===== src/rtl/config_sequencer.sv =====
// config_sequencer
//
// Buffers 32-bit configuration words in a small FIFO. Each group of three words
// is replayed to the configuration latch loader as register writes to 0x08
// (bits 31:0), 0x0C (bits 63:32) and 0x10 (bits 79:64, which commits the frame).
// No write is issued while the loader reports busy.
//
// Ports:
//   clk, rst     - single rising-edge clock, synchronous active-high reset
//   start        - one-cycle pulse arming a session of NUM_FRAMES frames
//   s_valid      - input word valid
//   s_data       - input word
//   s_ready      - FIFO can accept (not full)
//   busy_in      - loader busy flag
//   write_req    - registered one-cycle write strobe to the loader
//   address      - registered write address (0x08 / 0x0C / 0x10)
//   data_out     - registered write data
//   active       - session in progress
//   done         - one-cycle pulse when the session completes
//   frames_done  - frames committed in the current or last session
module config_sequencer #(
    parameter int unsigned DEPTH      = 4,
    parameter int unsigned NUM_FRAMES = 8
) (
    input  logic                            clk,
    input  logic                            rst,
    input  logic                            start,
    input  logic                            s_valid,
    input  logic [31:0]                     s_data,
    output logic                            s_ready,
    input  logic                            busy_in,
    output logic                            write_req,
    output logic [5:0]                      address,
    output logic [31:0]                     data_out,
    output logic                            active,
    output logic                            done,
    output logic [$clog2(NUM_FRAMES+1)-1:0] frames_done
);

    localparam int unsigned AW = $clog2(DEPTH);
    localparam int unsigned CW = AW + 1;
    localparam int unsigned FW = $clog2(NUM_FRAMES + 1);
    localparam logic [CW-1:0] FULL_CNT   = CW'(DEPTH);
    localparam logic [FW-1:0] LAST_FRAME = FW'(NUM_FRAMES);

    typedef enum logic [2:0] {
        StIdle,
        StW0,
        StW1,
        StW2,
        StHold,
        StWaitBusy
    } state_e;

    state_e state_q, state_d;

    // FIFO storage and bookkeeping
    logic [31:0]   mem_q [DEPTH];
    logic [AW-1:0] wr_ptr_q, rd_ptr_q;
    logic [CW-1:0] count_q;
    logic          push, pop, empty;
    logic [31:0]   head;

    // Registered loader-side outputs
    logic          write_req_q;
    logic [5:0]    address_q;
    logic [31:0]   data_q;
    logic          done_q;
    logic [FW-1:0] frames_done_q;

    // Next-state decode results
    logic          issue;
    logic [5:0]    issue_addr;
    logic [31:0]   issue_data;
    logic          frames_clr, frames_inc, done_d;

    assign empty   = (count_q == '0);
    assign s_ready = (count_q != FULL_CNT);
    assign push    = s_valid && s_ready;
    assign pop     = issue;
    assign head    = mem_q[rd_ptr_q];

    always_ff @(posedge clk) begin
        if (push) begin
            mem_q[wr_ptr_q] <= s_data;
        end
    end

    always_ff @(posedge clk) begin
        if (rst) begin
            wr_ptr_q <= '0;
            rd_ptr_q <= '0;
            count_q  <= '0;
        end else begin
            if (push) wr_ptr_q <= wr_ptr_q + 1'b1;
            if (pop)  rd_ptr_q <= rd_ptr_q + 1'b1;
            unique case ({push, pop})
                2'b10:   count_q <= count_q + 1'b1;
                2'b01:   count_q <= count_q - 1'b1;
                default: count_q <= count_q;
            endcase
        end
    end

    always_comb begin
        state_d    = state_q;
        issue      = 1'b0;
        issue_addr = 6'h08;
        issue_data = head;
        frames_clr = 1'b0;
        frames_inc = 1'b0;
        done_d     = 1'b0;
        unique case (state_q)
            StIdle: begin
                if (start) begin
                    state_d    = StW0;
                    frames_clr = 1'b1;
                end
            end
            StW0: begin
                if (!empty && !busy_in) begin
                    issue   = 1'b1;
                    state_d = StW1;
                end
            end
            StW1: begin
                issue_addr = 6'h0C;
                if (!empty && !busy_in) begin
                    issue   = 1'b1;
                    state_d = StW2;
                end
            end
            StW2: begin
                // Commit word carries only bits 79:64 of the frame.
                issue_addr = 6'h10;
                issue_data = {16'h0000, head[15:0]};
                if (!empty && !busy_in) begin
                    issue   = 1'b1;
                    state_d = StHold;
                end
            end
            StHold: begin
                // Loader raises busy one cycle late, so busy_in is not trusted here.
                frames_inc = 1'b1;
                state_d    = StWaitBusy;
            end
            StWaitBusy: begin
                if (!busy_in) begin
                    if (frames_done_q == LAST_FRAME) begin
                        done_d  = 1'b1;
                        state_d = StIdle;
                    end else begin
                        state_d = StW0;
                    end
                end
            end
            default: state_d = StIdle;
        endcase
    end

    always_ff @(posedge clk) begin
        if (rst) begin
            state_q       <= StIdle;
            write_req_q   <= 1'b0;
            address_q     <= '0;
            data_q        <= '0;
            done_q        <= 1'b0;
            frames_done_q <= '0;
        end else begin
            state_q     <= state_d;
            write_req_q <= issue;
            done_q      <= done_d;
            if (issue) begin
                address_q <= issue_addr;
                data_q    <= issue_data;
            end
            if (frames_clr) begin
                frames_done_q <= '0;
            end else if (frames_inc && (frames_done_q != LAST_FRAME)) begin
                frames_done_q <= frames_done_q + 1'b1;
            end
        end
    end

    assign write_req   = write_req_q;
    assign address     = address_q;
    assign data_out    = data_q;
    assign done        = done_q;
    assign frames_done = frames_done_q;
    assign active      = (state_q != StIdle);

endmodule


===== config.mk =====
export PLATFORM = sky130hd
export DESIGN_NAME = config_sequencer
export DESIGN_NICKNAME = d
export VERILOG_FILES = /design/src/rtl/config_sequencer.sv
export SDC_FILE = /design/constraint.sdc
export NUM_CORES = 1
export LEC_CHECK = 0
export CAP_MARGIN = 20
export CORE_ASPECT_RATIO = 0.75
export CORE_UTILIZATION = 55
export CTS_CLUSTER_SIZE = 12
export DETAILED_ROUTE_END_ITERATION = 10
export GPL_TIMING_DRIVEN = 0
export PLACE_DENSITY = 0.87
export SETUP_SLACK_MARGIN = 0.2
export SLEW_MARGIN = 10
export SYNTH_ARGS = -nofsm -noshare
export SYNTH_HDL_FRONTEND = slang
export SYNTH_SLANG_ARGS = --single-unit

===== constraint.sdc =====
create_clock -name clk -period 3.49 [get_ports clk]
set_clock_uncertainty 0.05 [all_clocks]
set_input_delay 0.698 -clock clk [delete_from_list [all_inputs] [get_ports clk]]
set_output_delay 0.698 -clock clk [all_outputs]
set_load 0.05 [all_outputs]

==> impl_metrics.py <==
metrics = {
    "detailed_routing": {
        "routedWlPerCell_um": 20.24,
        "viasPerCell": 5.761,
        "drt_iter0_markers": 271,
        "totalWireLength_mm": 14.21,
        "firstDrtPassIters": 6,
        "final_antenna_net_count": 0,
        "vias": 4044,
        "drcViolationCount": 0,
    },
    "final_layout": {
        "seqCellArea_um2": 4905,
        "multi_input_area_um2": 1724,
        "fill_cells": 704,
        "nNetsFinal": 571,
        "area_growth_pct": 25.74,
        "layout-drive-gt1-share_pct": 14.84,
    },
    "floorplan": {
        "start_util_pct": 57.55,
        "core_area_um2": 11780,
        "placementRows": 34,
        "top_level_ports": 83,
        "die_w_um": 130.2,
        "design.die.area_um2": 12780,
        "die_y_um": 98.17,
    },
    "setup_path": {
        "cp-start-kind": "primary input",
        "endpoint_kind": "flop",
        "criticalPathCategory": "primary input to flop",
        "cp_data_arrival_time_ns": 3.45,
        "cp.required_ns": 3.77,
        "path_max_fanout": 10,
    },
    "power": {
        "netSwitchingFraction_pct": 25.34,
        "seqPwrFrac_pct": 46.4,
        "power_density_nw_per_um2": 643.4,
        "power_switching_mw": 1.390,
        "peakVddDrop_mv": 0.3989,
        "p_clk_share_pct": 36.5,
        "p_leak_nw": 2.808,
        "p_comb_share_pct": 17.0,
        "p_int_mw": 4.096,
    },
    "grt": {
        "grt_antenna_before_repair": 1,
        "grt_pass1_vias": 4165,
        "grt_pass1_wl_mm": 22.02,
        "grt_max_degree": 19,
        "globalRouteTotalUtil_pct": 24.07,
        "gr-total-overflow": 0,
    },
    "synth": {
        "synth_top_family_by_area": "multiplexers",
        "synth_area_um2": 6782,
        "synth_flop_cell": "edfxtp_1",
        "synth_common_cells": "128 x edfxtp_1, 53 x dfxtp_1, 53 x nand2_1, 32 x mux4_2, 22 x a21oi_1",
        "synth.most_common_cell": "edfxtp_1",
        "synth_adder_area_share_pct": 1.587,
        "synth_xor_area_share_pct": 1.033,
        "ys_seq_elements": 181,
        "yosysUniqueCellTypes": 38,
        "ys_warn_count": 0,
        "synth_top_area_share_pct": 56.68,
        "synth_seq_area_share_pct": 72.32,
        "synth-simple-area-share_pct": 7.731,
        "yosysTopAreaCell": "edfxtp_1",
        "synth_cells": 422,
        "synth_compound_area_share_pct": 3.764,
        "synthMuxAreaShare_pct": 11.07,
        "yosys-top-cells-area": "edfxtp_1 57%, dfxtp_1 16%, mux4_2 11%",
        "synthArstFlopShare_pct": 0,
        "synth-edff-count": 128,
        "avgSynthCellArea_um2": 16.07,
    },
    "clocking": {
        "clk_latency_ns": 0.42,
        "root_buffer": "clkbuf_16",
        "cts_setup_buffers": 0,
        "postCtsResizedCells": 0,
        "cts_buffers": 17,
        "clk_pin_slew_worst_paths_ns": 0.06,
        "clock_sinks": 181,
        "cts_buffer_depth": 2,
        "cts.hold.buffers_added": 0,
        "cts-htree-levels": 4,
        "cts_tree": "yes",
    },
    "placed_design": {
        "dp_hpwl_mm": 9.005,
        "place.gp.congestion": 0.8008,
        "portBuffers": 79,
    },
    "job": {
        "cap_violations": 0,
    },
    "sta": {
        "fin_crit_ns": 3.166,
        "fin_crit_sh_pct": 90.70,
        "worst_slew_margin_rel_pct": 53.94,
        "tightest_slew_ns": 0.6908,
        "setup_viol": 0,
        "rsz0062_at_grt": "false",
        "finalSetupTns_ns": 0,
        "drv_slew": 0,
        "holdWs_ns": 0.4106,
        "hold_viol": 0,
        "fmax_mhz": 315.9,
    },
    "worst_hold_path": {
        "worstHoldPathType": "flop to flop",
    },
    "status": {
        "run_status": "finished, final reports clean",
    },
}
-- per-stage QoR --
stage                     cell area (µm²)  util (%)  total power, mW  worst slack (ns)  std cells
final                                8527     72.36            5.486            0.3245        702
after global routing                 8524     72.34            5.650            0.2409        701
after CTS                            8524     72.34            5.504            0.3627        701
after detailed placement             7898     67.02            3.509           0.05789        669
after global placement               7782     66.04            3.444            0.1027        665
after floorplan                      6789         -            3.182            0.9230        424
-- layer usage --
metal / track usage (%) / routed length, µm
met5: 0 / 0
met3: 5.863 / 1036
met4: 10.02 / 253
met2: 38.46 / 7096
met1: 31.77 / 5819
-- state kept, by name, indices dropped and copies added, names as in the netlist, named ones only --
signal	count
frames_done	4
state_q	3
write_req	1
address	3
data_out	32
done	1
rd_ptr_q	2
count_q	3
wr_ptr_q	2
mem_q	128
-- layout make-up --
| cell class | instances | area share, % |
|---|---|---|
| sequential | 181 | 57.52 |
| multi-input combinational | 208 | 20.22 |
| timing repair buffer | 83 | 10.56 |
| clock buffer | 23 | 5.605 |
| tap | 162 | 2.377 |
| clock inverter | 9 | 1.746 |
| buffer | 26 | 1.526 |
| inverter | 9 | 0.4109 |
| antenna | 1 | 0.02935 |
-- power groups by stage --
stage	logic (mW)	registers [mW]	clock network [mW]
2_1_floorplan	0.460	2.72	0
3_3_place_gp	0.865	2.58	0
3_5_place_dp	0.920	2.59	0
4_1_cts	0.940	2.55	2.02
5_1_grt	0.995	2.56	2.09
6_report	0.935	2.55	2.00
-- worst paths after layout --
kind,startpoint,end,slack [ns],depth (start not counted)
worst max-delay path,busy_in,count_q[2],0.32,10
worst max register to register,count_q[0],count_q[2],0.35,10
worst min-delay path,data_out[8],data_out[8],0.41,2
worst min register to register,data_out[8],data_out[8],0.41,2
-- placed cells by master (no fill, tap or decap), types with 5 or more instances in the layout --
master / instances
ha_1: 7
clkbuf_1: 16
edfxtp_1: 128
buf_2: 5
nand2_1: 53
o21ai_0: 9
o21ai_1: 9
nor2_1: 13
clkbuf_16: 17
dfxtp_1: 53
mux4_2: 32
buf_4: 7
inv_1: 8
xnor2_1: 5
clkdlybuf4s50_1: 79
nand3b_1: 17
a21oi_1: 22
-- kinds of logic after synthesis --
kind of cell	after synthesis
buffers and inverters	35
other	1
DFF	181
and+or+nand+nor	107
adders and majority gates	8
xor gates and xnor gates	8
muxes	35
AOI/OAI and AO/OA	47
-- critical path, stage by stage --
cell and delay, ns:
clkdlybuf4s50_1 0.61, or4_1 0.16, buf_2 0.26, clkinv_2 0.21
buf_4 0.24, ha_1 0.23, fa_1 0.38, xnor2_1 0.15
or3_1 0.30, a21oi_1 0.19
(Power assumes the default switching activity.)
